===== src/rtl/rob_if.sv =====
// ---------------------------------------------------------------------------
// rob_pkg / rob_if
//
// rob_pkg holds the retire-slot payload type shared by the reorder buffer and
// its writeback consumer.
//
// rob_if groups every non-clock signal of the reorder buffer:
//   allocate : alloc_req, alloc_dest_reg, alloc_dest_reg_valid  (to ROB)
//              alloc_ready, alloc_tag                           (from ROB)
//   complete : cpl_valid[2], cpl_tag[2], cpl_result_lo/hi[2]    (to ROB)
//   control  : flush, consume, consume_count                    (to ROB)
//   retire   : slot_data[RETIRE_COUNT], slot_valid              (from ROB)
//   status   : empty, occupancy                                 (from ROB)
// The master modport belongs to the pipeline/writeback side, and the slave
// modport belongs to the ROB.
// ---------------------------------------------------------------------------
package rob_pkg;

  typedef struct packed {
    logic [4:0]  dest_reg;
    logic        dest_reg_valid;
    logic [31:0] result_lo;
    logic [31:0] result_hi;
  } rob_entry_t;

endpackage

interface rob_if #(
  parameter int DEPTH        = 16,
  parameter int RETIRE_COUNT = 4,
  parameter int COUNT_WIDTH  = $clog2(RETIRE_COUNT),
  parameter int TAG_WIDTH    = $clog2(DEPTH)
);
  import rob_pkg::*;

  // allocate
  logic                   alloc_req;
  logic [4:0]             alloc_dest_reg;
  logic                   alloc_dest_reg_valid;
  logic                   alloc_ready;
  logic [TAG_WIDTH-1:0]   alloc_tag;

  // complete (two independent ports)
  logic [1:0]             cpl_valid;
  logic [TAG_WIDTH-1:0]   cpl_tag       [2];
  logic [31:0]            cpl_result_lo [2];
  logic [31:0]            cpl_result_hi [2];

  // control
  logic                   flush;
  logic                   consume;
  logic [COUNT_WIDTH-1:0] consume_count;

  // retire window and status
  rob_entry_t             slot_data [RETIRE_COUNT];
  logic [RETIRE_COUNT-1:0] slot_valid;
  logic                   empty;
  logic [TAG_WIDTH:0]     occupancy;

  modport master (
    output alloc_req, alloc_dest_reg, alloc_dest_reg_valid,
    output cpl_valid, cpl_tag, cpl_result_lo, cpl_result_hi,
    output flush, consume, consume_count,
    input  alloc_ready, alloc_tag, slot_data, slot_valid, empty, occupancy
  );

  modport slave (
    input  alloc_req, alloc_dest_reg, alloc_dest_reg_valid,
    input  cpl_valid, cpl_tag, cpl_result_lo, cpl_result_hi,
    input  flush, consume, consume_count,
    output alloc_ready, alloc_tag, slot_data, slot_valid, empty, occupancy
  );

endinterface


===== src/rtl/rob.sv =====
// ---------------------------------------------------------------------------
// rob - in-order reorder buffer feeding the writeback/retire stage.
//
// Entries are allocated one per cycle at the tail in program order. Results
// arrive out of order on two completion ports that are addressed by tag.
// The RETIRE_COUNT entries starting at head are presented as a retire window.
// slot_valid is a contiguous prefix of entries that are both allocated and
// completed. Writeback pops 1..RETIRE_COUNT entries using consume and
// consume_count. The pop count is clamped to the valid prefix.
//
// Ports:
//   clock    : single clock, all state on the rising edge
//   reset_n  : asynchronous active-low reset (same end state as flush)
//   bus      : rob_if.slave, which carries the allocate, complete, control,
//              retire and status signals
//
// Every output is decoded from registered state only. No input reaches an
// output in the same cycle, so completions and allocations become visible
// one cycle after they are accepted.
// ---------------------------------------------------------------------------
module rob
  import rob_pkg::*;
#(
  parameter int DEPTH        = 16,
  parameter int RETIRE_COUNT = 4,
  parameter int COUNT_WIDTH  = $clog2(RETIRE_COUNT),
  parameter int TAG_WIDTH    = $clog2(DEPTH)
) (
  input  logic  clock,
  input  logic  reset_n,
  rob_if.slave  bus
);

  localparam int CW = TAG_WIDTH + 1;   // width of count-like quantities

  // -------------------------------------------------------------------------
  // State
  // -------------------------------------------------------------------------
  rob_entry_t           r_entry [DEPTH];
  logic [DEPTH-1:0]     r_valid;
  logic [DEPTH-1:0]     r_done;
  logic [TAG_WIDTH-1:0] r_head;
  logic [TAG_WIDTH-1:0] r_tail;
  logic [CW-1:0]        r_count;

  // -------------------------------------------------------------------------
  // Retire window
  // -------------------------------------------------------------------------
  logic [TAG_WIDTH-1:0]    w_slot_idx [RETIRE_COUNT];
  logic [RETIRE_COUNT-1:0] w_slot_valid;
  logic [CW-1:0]           w_prefix_len;

  // NOTE: every variable that always_comb writes gets a default before any
  // conditional logic. Otherwise a path that leaves it unassigned infers a latch.
  always_comb begin : window_decode
    logic w_run;
    w_run        = 1'b1;
    w_prefix_len = '0;
    w_slot_valid = '0;
    for (int i = 0; i < RETIRE_COUNT; i++) begin
      // The index wraps modulo DEPTH because it has the same width as head.
      w_slot_idx[i]   = r_head + TAG_WIDTH'(i);
      // The running AND stops the window at the first entry that is
      // not yet complete. The valid slots therefore always form a prefix.
      w_run           = w_run & r_valid[w_slot_idx[i]] & r_done[w_slot_idx[i]];
      w_slot_valid[i] = w_run;
      w_prefix_len    = w_prefix_len + CW'(w_run);
    end
  end

  // -------------------------------------------------------------------------
  // Handshake decode
  // -------------------------------------------------------------------------
  logic          w_alloc_ready;
  logic          w_alloc_fire;
  logic          w_consume_fire;
  logic [CW-1:0] w_req_len;
  logic [CW-1:0] w_pops;

  always_comb begin : handshake_decode
    // alloc_ready depends only on the registered count. A retire in the
    // same cycle does not free space for an allocation in that cycle.
    w_alloc_ready  = (r_count < CW'(DEPTH));
    w_alloc_fire   = bus.alloc_req & w_alloc_ready & ~bus.flush;
    w_consume_fire = bus.consume & ~bus.flush & w_slot_valid[0];
    w_req_len      = CW'(bus.consume_count) + CW'(1);
    w_pops         = '0;
    if (w_consume_fire) begin
      w_pops = (w_req_len < w_prefix_len) ? w_req_len : w_prefix_len;
    end
  end

  // -------------------------------------------------------------------------
  // State update
  // -------------------------------------------------------------------------
  // NOTE: sequential state uses non-blocking assignments only. All registers
  // therefore sample pre-edge values, whatever the statement order. Statement
  // order matters only when several writes hit the same register: the last
  // write wins.
  always_ff @(posedge clock or negedge reset_n) begin
    if (!reset_n) begin
      r_head  <= '0;
      r_tail  <= '0;
      r_count <= '0;
      r_valid <= '0;
      r_done  <= '0;
      // NOTE: the payload array is reset on purpose so that slot_data reads
      // as zero after reset. An array that does not need this should be left
      // unreset so that it can map onto RAM.
      for (int j = 0; j < DEPTH; j++) begin
        r_entry[j] <= '0;
      end
    end else if (bus.flush) begin
      // Flush drops every in-flight entry. The stale payload is unreachable
      // because each valid bit is cleared, and a new allocation rewrites it.
      r_head  <= '0;
      r_tail  <= '0;
      r_count <= '0;
      r_valid <= '0;
      r_done  <= '0;
    end else begin
      // Completions are accepted only for entries that were allocated before
      // this cycle. Port 1 is written last, so it wins when both ports hit
      // the same tag.
      for (int p = 0; p < 2; p++) begin
        if (bus.cpl_valid[p] && r_valid[bus.cpl_tag[p]]) begin
          r_entry[bus.cpl_tag[p]].result_lo <= bus.cpl_result_lo[p];
          r_entry[bus.cpl_tag[p]].result_hi <= bus.cpl_result_hi[p];
          r_done[bus.cpl_tag[p]]            <= 1'b1;
        end
      end

      // Retire comes after complete so that a retiring entry is left cleared.
      for (int k = 0; k < RETIRE_COUNT; k++) begin
        if (CW'(k) < w_pops) begin
          r_valid[w_slot_idx[k]] <= 1'b0;
          r_done[w_slot_idx[k]]  <= 1'b0;
        end
      end

      // The tail slot is free whenever an allocation fires, because a full
      // buffer blocks allocation. It cannot overlap a retiring slot.
      if (w_alloc_fire) begin
        r_entry[r_tail] <= '{dest_reg:       bus.alloc_dest_reg,
                             dest_reg_valid: bus.alloc_dest_reg_valid,
                             result_lo:      32'h0,
                             result_hi:      32'h0};
        r_valid[r_tail] <= 1'b1;
        r_done[r_tail]  <= 1'b0;
        r_tail          <= r_tail + TAG_WIDTH'(1);
      end

      r_head  <= r_head + w_pops[TAG_WIDTH-1:0];
      r_count <= r_count + CW'(w_alloc_fire) - w_pops;
    end
  end

  // -------------------------------------------------------------------------
  // Outputs (registered state only)
  // -------------------------------------------------------------------------
  assign bus.alloc_ready = w_alloc_ready;
  assign bus.alloc_tag   = r_tail;
  assign bus.slot_valid  = w_slot_valid;
  assign bus.empty       = (r_count == '0);
  assign bus.occupancy   = r_count;

  always_comb begin : slot_mux
    for (int i = 0; i < RETIRE_COUNT; i++) begin
      bus.slot_data[i] = r_entry[w_slot_idx[i]];
    end
  end

endmodule


===== src/flat_wrapper.sv =====
// flat-port wrapper written by rule: the top's interface ports become plain ports
module rob_flat import rob_pkg::*;
#(
  parameter int DEPTH        = 16,
  parameter int RETIRE_COUNT = 4,
  parameter int COUNT_WIDTH  = $clog2(RETIRE_COUNT),
  parameter int TAG_WIDTH    = $clog2(DEPTH)
)
  (clock, reset_n, bus_alloc_req, bus_alloc_dest_reg, bus_alloc_dest_reg_valid, bus_cpl_valid, bus_cpl_tag, bus_cpl_result_lo, bus_cpl_result_hi, bus_flush, bus_consume, bus_consume_count, bus_alloc_ready, bus_alloc_tag, bus_slot_data, bus_slot_valid, bus_empty, bus_occupancy);
  rob_if #(.DEPTH(DEPTH), .RETIRE_COUNT(RETIRE_COUNT), .COUNT_WIDTH(COUNT_WIDTH), .TAG_WIDTH(TAG_WIDTH)) bus_i ();
  input  logic clock;
  input  logic reset_n;
  input wire logic [$bits(bus_i.alloc_req)-1:0] bus_alloc_req;
  input wire logic [$bits(bus_i.alloc_dest_reg)-1:0] bus_alloc_dest_reg;
  input wire logic [$bits(bus_i.alloc_dest_reg_valid)-1:0] bus_alloc_dest_reg_valid;
  input wire logic [$bits(bus_i.cpl_valid)-1:0] bus_cpl_valid;
  input wire logic [$bits(bus_i.cpl_tag)-1:0] bus_cpl_tag;
  input wire logic [$bits(bus_i.cpl_result_lo)-1:0] bus_cpl_result_lo;
  input wire logic [$bits(bus_i.cpl_result_hi)-1:0] bus_cpl_result_hi;
  input wire logic [$bits(bus_i.flush)-1:0] bus_flush;
  input wire logic [$bits(bus_i.consume)-1:0] bus_consume;
  input wire logic [$bits(bus_i.consume_count)-1:0] bus_consume_count;
  output wire logic [$bits(bus_i.alloc_ready)-1:0] bus_alloc_ready;
  output wire logic [$bits(bus_i.alloc_tag)-1:0] bus_alloc_tag;
  output wire logic [$bits(bus_i.slot_data)-1:0] bus_slot_data;
  output wire logic [$bits(bus_i.slot_valid)-1:0] bus_slot_valid;
  output wire logic [$bits(bus_i.empty)-1:0] bus_empty;
  output wire logic [$bits(bus_i.occupancy)-1:0] bus_occupancy;
  assign bus_i.alloc_req = bus_alloc_req;
  assign bus_i.alloc_dest_reg = bus_alloc_dest_reg;
  assign bus_i.alloc_dest_reg_valid = bus_alloc_dest_reg_valid;
  assign bus_i.cpl_valid = bus_cpl_valid;
  assign bus_i.cpl_tag = {>>{bus_cpl_tag}};
  assign bus_i.cpl_result_lo = {>>{bus_cpl_result_lo}};
  assign bus_i.cpl_result_hi = {>>{bus_cpl_result_hi}};
  assign bus_i.flush = bus_flush;
  assign bus_i.consume = bus_consume;
  assign bus_i.consume_count = bus_consume_count;
  assign bus_alloc_ready = bus_i.alloc_ready;
  assign bus_alloc_tag = bus_i.alloc_tag;
  assign bus_slot_data = {>>{bus_i.slot_data}};
  assign bus_slot_valid = bus_i.slot_valid;
  assign bus_empty = bus_i.empty;
  assign bus_occupancy = bus_i.occupancy;
  rob #(.DEPTH(DEPTH), .RETIRE_COUNT(RETIRE_COUNT), .COUNT_WIDTH(COUNT_WIDTH), .TAG_WIDTH(TAG_WIDTH)) u_core (.clock(clock), .reset_n(reset_n), .bus(bus_i));
endmodule

===== config.mk =====
export PLATFORM = sky130hd
export DESIGN_NAME = rob_flat
export DESIGN_NICKNAME = d
export VERILOG_FILES = /design/src/rtl/rob_if.sv /design/src/rtl/rob.sv /design/src/flat_wrapper.sv
export SDC_FILE = /design/constraint.sdc
export NUM_CORES = 2
export LEC_CHECK = 0
export CORE_MARGIN = 2
export CORE_UTILIZATION = 35
export DETAILED_ROUTE_END_ITERATION = 8
export SETUP_SLACK_MARGIN = 0.15
export SYNTH_ARGS = -nofsm -noshare
export SYNTH_HDL_FRONTEND = slang
export SYNTH_SLANG_ARGS = --single-unit

===== constraint.sdc =====
create_clock -name clock -period 8.15 [get_ports clock]
set_input_delay 2.0375 -clock clock [delete_from_list [all_inputs] [get_ports clock]]
set_output_delay 2.0375 -clock clock [all_outputs]
set_load 0.02 [all_outputs]

After elaboration in Yosys (flattened, before gate mapping)
Cells that the tools add are included.

Bitwise logic cells: 36. Add/subtract/negate cells: 11. Reduce and logical (&&, ||, !) cells: 14. Mux-type cells: 96. $lt $le $gt $ge: 30.

Operators by type and width (number): 1120-bit bitwise mux (5); 1120-bit 2-to-1 mux (5); 70-bit demux with 4-bit select (5); 70-bit binary-select mux with 4-bit select (4); 70-bit 2-to-1 mux (9); 16-bit 2-to-1 mux (24); 16-bit AND (9); 64-bit 2-to-1 mux (2); 16-bit NOT (5); 32-bit 2-to-1 mux (2); 16-bit OR (3); 1-bit binary-select mux with 4-bit select (10); 5-bit >= comparator (second input constant) (7); 4-bit by 5-bit less-than comparator with 1-bit output (second input constant) (7); 4-bit NOT with 5-bit output (7); 1-bit demux with 4-bit select (7); 4-bit by 1-bit >= comparator with 1-bit output (second input constant) (7); 1-bit 2-to-1 mux (17); 5-bit by 1-bit adder with 5-bit output (3); 5-bit by 1-bit less-than comparator with 1-bit output (second input constant) (3); 5-bit 2-to-1 mux (3); 1-bit logical AND (12); 4-bit 2-to-1 mux (3); 1-bit AND (11); 13 further kinds (17).

Register bits after elaboration: 1165. Logic and storage cells: 256. Output and inout port bits: 295. Input bits: 151.

Longest topological paths before layout
Depth in word-level cells: 28. Gate-level depth with buffers: 28. Mapped depth without buffers: 24.

Worst setup path before layout
Ideal clock, no wire load.

Path kind: register to register. Start: register u_core.r_head[1]. End: register u_core.r_count[4], in the netlist u_core.bus.occupancy[4]. Setup time: 0.132 ns. Data required time: 8.018 ns. Stages on the path, launching flop included: 28. Setup slack: 1.727 ns. Period minus slack after synthesis: 6.423 ns. Buffers on the path: 5. Arrival: 6.292 ns. Cell sequence: dfrtp_1 clkbuf_1 clkinv_1 ha_1 clkbuf_1 buf_2 buf_1 mux4_2 nand2_1 a211oi_2 o211ai_1 fa_1 inv_1 ha_1 inv_1 ha_1 o211a_1 a221oi_1 clkbuf_1 and3_1 ha_1 inv_1 ha_1 fa_1 a21o_1 a21oi_1 xnor2_1 nor2_1.

Cells in the longest elaborated chain, start to end: 15. Elaborated cells on any way between the ends: 35. Those cells by class: 7 x add/sub; 1 x order compare; 19 x mux; 8 x bitwise.

RTL lines: start: declaration (line rob.sv:42) `logic [TAG_WIDTH-1:0] r_head;`; start signal: assignment (line rob.sv:153) `r_head <= r_head + w_pops[TAG_WIDTH-1:0];`; 4-bit by 1-bit adder with 4-bit output or 1-bit binary-select mux with 4-bit select (tied branches) (line rob.sv:62, rob.sv:65); 1-bit binary-select mux with 4-bit select or 1-bit 2-to-1 mux (tied branches) (line rob.sv:65) `w_run = w_run & r_valid[w_slot_idx[i]] & r_done[w_slot_idx[i]];`; 1-bit 2-to-1 mux (not written as such) or 1-bit AND (tied branches) (line rob.sv:65); 1-bit AND (3 in a row) (line rob.sv:65); 1-bit AND (*) (line rob.sv:65); via bus_slot_valid[2] (line flat_wrapper.sv:26) `output wire logic [$bits(bus_i.slot_valid)-1:0] bus_slot_valid;`; branches (longest 2 deep; another with 5-bit by 1-bit adder with 5-bit output); 5-bit by 1-bit adder with 5-bit output (*) (line rob.sv:67) `w_prefix_len = w_prefix_len + CW'(w_run);`; 5-bit less-than comparator (line rob.sv:89) `w_pops = (w_req_len < w_prefix_len) ? w_req_len : w_prefix_len;`; 5-bit 2-to-1 mux (*) (line rob.sv:89); 5-bit 2-to-1 mux (*) (line rob.sv:88) `if (w_consume_fire) begin`; 5-bit subtractor (*) (line rob.sv:154) `r_count <= r_count + CW'(w_alloc_fire) - w_pops;`; 5-bit 2-to-1 mux (*) (line rob.sv:113) `end else if (bus.flush) begin`; end signal: assignment (line rob.sv:154); end: declaration (line rob.sv:44) `logic [CW-1:0] r_count;`.

Mark *: on every way through the listed nets, which the timed path passes. The select of a mux whose other input is x is not followed. A chain may end at the register's enable or synchronous reset.

Worst setup path after layout
Start: register u_core.r_head[1]. End: output bus_slot_data[186].

Cells in the longest elaborated chain, start to end: 5.

RTL lines: 4-bit by 1-bit adder with 4-bit output (line rob.sv:62) `w_slot_idx[i] = r_head + TAG_WIDTH'(i);`; 4-bit NOT with 5-bit output (not written as such) (line rob.sv:169) `bus.slot_data[i] = r_entry[w_slot_idx[i]];`; 70-bit binary-select mux with 4-bit select (line rob.sv:169); 70-bit 2-to-1 mux (not written as such) (2 in a row) (line rob.sv:169); end: declaration (line flat_wrapper.sv:25) `output wire logic [$bits(bus_i.slot_data)-1:0] bus_slot_data;`.

No other way between the ends. The select of a mux whose other input is x is not followed.

==> key figures <==
Synthesis
  – Synth Area in Compound Gates: 0.153
  – Synth Area in Simple Gates: 0.0568
  – Ys async rst share: 1.00
  – Post-synth EDFFs: 0
  – Mapped Area: between 90000 and 100000 um^2
  – Main synth FF type: dfrtp_1
  – Syn nets: 8580
  – Largest family of logic cells by synthesized area: multiplexers
  – Adder-Cell Fraction of Synth Area: 0.00395
  – Post-Syn Instances: 8400
  – Flops & latches, synth: approximately 1200
  – Multiplexer share of the synthesized area: 0.439
  – Sequential area share after synthesis: 0.299
  – Yosys warning count: 0
  – Post-synthesis xor/xnor area fraction: 0.00153
  – Cell variety after synth: between 60 and 70
  – Avg Inst Size Synth: approximately 12 um^2

Route
  – Drt first pass iters: 7
  – # DRC: 0
  – Vias: roughly 84000
  – Routed wire length: between 400000 and 500000 um
  – Vias per inst: 7.05
  – 1st-iter DRT viols: approximately 13000
  – Average wire per standard cell: ~36 um
  – Antenna-violating nets left: 0

STA
  – Clk_skew: around 0.04 ns
  – Slew HR: 0.0623
  – # setup viols final: 0
  – Final TNS setup: 0 ns
  – Slew @ Worst Pin: 1.41 ns
  – F_max: around 130 MHz
  – WHS: ~0.54 ns
  – Pins Over Slew Limit: 0
  – Post-layout min period: 7.76 ns
  – Tcrit/Tclk final: 0.952
  – Unrepaired setup endpoints after global routing: no
  – Fin. Hold Viols: 0

Critical path
  – Required time of the critical path: 6.11 ns
  – Setup crit end kind: output pin
  – Crit path from: u_core.r_head[1]
  – WS Path Type: reg2out
  – Critical path launch point type: flop
  – RR Startpoint: u_core.r_head[1]
  – Critical Path AT: 5.72 ns
  – Crit-path max FO: 136

CTS
  – # hold bufs at CTS: 0
  – Clock Sinks: roughly 1200
  – Clk buf depth: 4
  – H-tree levels: 4
  – Reg clk slew, reported paths: 0.06 ns
  – Worst skew pair latency: roughly 0.9 ns
  – TritonCTS clock tree: built
  – CTS root buf: clkbuf_16
  – CTS buffer count: around 150

Pwr
  – Pwr/cell area: around 140 nW/um^2
  – Clock share of power: 0.461
  – P_int: 0.0110 W
  – Net load switching power: approximately 0.0045 W
  – Flop pwr share: 0.401
  – Comb pwr share: 0.139
  – Sw Ratio: 0.292
  – Peak supply drop: between 0.00015 and 0.0002 V
  – Static Leak: roughly 40 nW

Floorplanning
  – Rows: 193
  – Die X: about 530 um
  – Boundary pin count: between 400 and 500
  – DIE AREA: between 200000 and 300000 um^2
  – Die Ht: 532 um
  – Core area: around 280000 um^2
  – Initial Util: 0.352

Flow run
  – Max-Cap Viols: 0

Cells and area
  – Share of cells above drive strength 1: 0.240
  – Final core occ: 0.396
  – Layout overhead on the synthesized area: 12.4%
  – Layout Nets: roughly 8200
  – Filler instances: around 26000

Place
  – RD Place Congestion: 0.917
  – Port bufs: between 400 and 500
  – Hpwl dp: roughly 240000 um

GRT
  – Vias in the first global route: 79500
  – Total GRT Usage: 0.293
  – First-pass GRT wire length: approximately 610000 um
  – Largest net degree at the start of global routing: 198
  – Overflow left after global routing: 0
  – Initial antenna violation count: 56

Outcome
  – Status: finished, final reports clean

Worst hold path
  – Worst hold start: u_core.r_done[11]
  – Hold crit path type: reg2reg
## cell usage after synthesis, types with 109 or more instances
library cell / instances / area share
nand2_1: 894 / 0.034
a21oi_1: 280 / 0.014
dfrtp_1: 1165 / 0.30
clkbuf_1: 758 / 0.029
mux4_2: 1408 / 0.33
o21ai_0: 684 / 0.035
buf_1: 154 / 0.0059
buf_2: 202 / 0.010
o21ai_1: 109 / 0.0056
a22o_1: 1024 / 0.092
nor2_1: 337 / 0.013
mux2i_1: 1030 / 0.11
## logic make-up (layout without fill, tap and decap cells)
kind of cell | after synthesis | count (layout)
DFF | 1165 | 1165
and+or+nand+nor | 1377 | 1377
xor gates and xnor gates | 17 | 17
AOI/OAI and AO/OA | 2166 | 2166
muxes | 2510 | 2510
other | 0 | 18
buffers and inverters | 1136 | 897
adders and majority gates | 29 | 29
## layer usage
metal / up-vias / global-route usage / share of wire
li1: 32500 / - / -
met1: 43100 / 0.383 / 0.36
met2: 6918 / 0.420 / 0.43
met3: 1263 / 0.106 / 0.14
met4: 58 / 0.158 / 0.063
met5: - / 0 / 0.00077
## power groups by stage
stage                     clock network [W]  logic [W]  registers (W)
after floorplan                           0    0.00109        0.00619
after global placement                    0    0.00207        0.00626
after detailed placement                  0    0.00209        0.00628
after CTS                           0.00718    0.00211        0.00618
after global routing                0.00741    0.00222        0.00621
final                               0.00713    0.00215        0.00620
## cell type report
type                       instances  area [um^2]  area share
tap                             3705         4640      0.0423
sequential                      1165        29200       0.266
multi-input combinational       6099        64200       0.587
antenna                           18         45.0    0.000411
inverter                          18         71.3    0.000651
clock inverter                    46          591     0.00539
clock buffer                     216         4470      0.0408
timing repair buffer             617         6310      0.0576
## worst max-delay path, stage by stage (launching register included)
cell             delay, ns
dfrtp_4               0.42
buf_4                 0.63
clkinvlp_4            0.53
ha_4                  0.68
buf_16                0.53
mux4_2                0.60
mux4_2                0.60
clkdlybuf4s50_1       0.59
## final timing paths
path	end	cells past startpoint	slack (ns)
worst max-delay path	bus_slot_data[186]	7	0.39
worst min-delay path	u_core.r_done[11]	2	0.54
worst max register to register	u_core.bus.occupancy[4]	24	0.98
worst min register to register	u_core.r_done[11]	2	0.54
max in group asynchronous	u_core.r_head[3]	2	5.24
min in group asynchronous	u_core.r_entry[361]	1	1.25
## what timing repair did
action                                  CTS  global route
buffers inserted                          2             0
endpoints found under the setup margin   74            13
gates resized for setup                   3             2
pin swaps                                 1             0
## state kept, by name, indices dropped and copies added, names as in the netlist
register              flops
u_core.r_done            16
u_core.r_entry         1120
u_core.r_head             4
u_core.r_valid           16
u_core.bus.occupancy      5
u_core.bus.alloc_tag      4
## through the flow
step | total power, W | instance area (um^2) | std cells | worst slack, ns
finish | 0.0155 | 110000 | 11900 | 0.391
global route | 0.0159 | 110000 | 11900 | 0.191
CTS | 0.0155 | 109000 | 11900 | 0.178
detailed placement | 0.00837 | 104000 | 11600 | 0.754
global placement | 0.00833 | 104000 | 11600 | 0.597
floorplan | 0.00728 | 97500 | 8400 | 1.73
## layout by cell type, fill, tap and decap left out, drive strengths merged, types with 9 or more instances in the layout
cell / synthesis / routed
clkbuf: 758 / 216
nand3: 31 / 31
nor2: 338 / 338
a22o: 1024 / 1024
clkinv: 1 / 18
nand2: 894 / 894
xor2: 9 / 9
mux2: 72 / 72
clkinvlp: 0 / 13
mux4: 1408 / 1408
buf: 360 / 174
nand2b: 13 / 13
dfrtp: 1165 / 1165
nor3: 12 / 12
o21ai: 793 / 793
nor2b: 18 / 18
bufinv: 0 / 12
o31ai: 11 / 11
nand4: 22 / 22
and3: 31 / 31
inv: 17 / 21
diode: 0 / 18
a21oi: 280 / 280
mux2i: 1030 / 1030
clkdlybuf4s50: 0 / 443
ha: 26 / 26
a211oi: 9 / 9
Power figures use the tool's default switching activity.
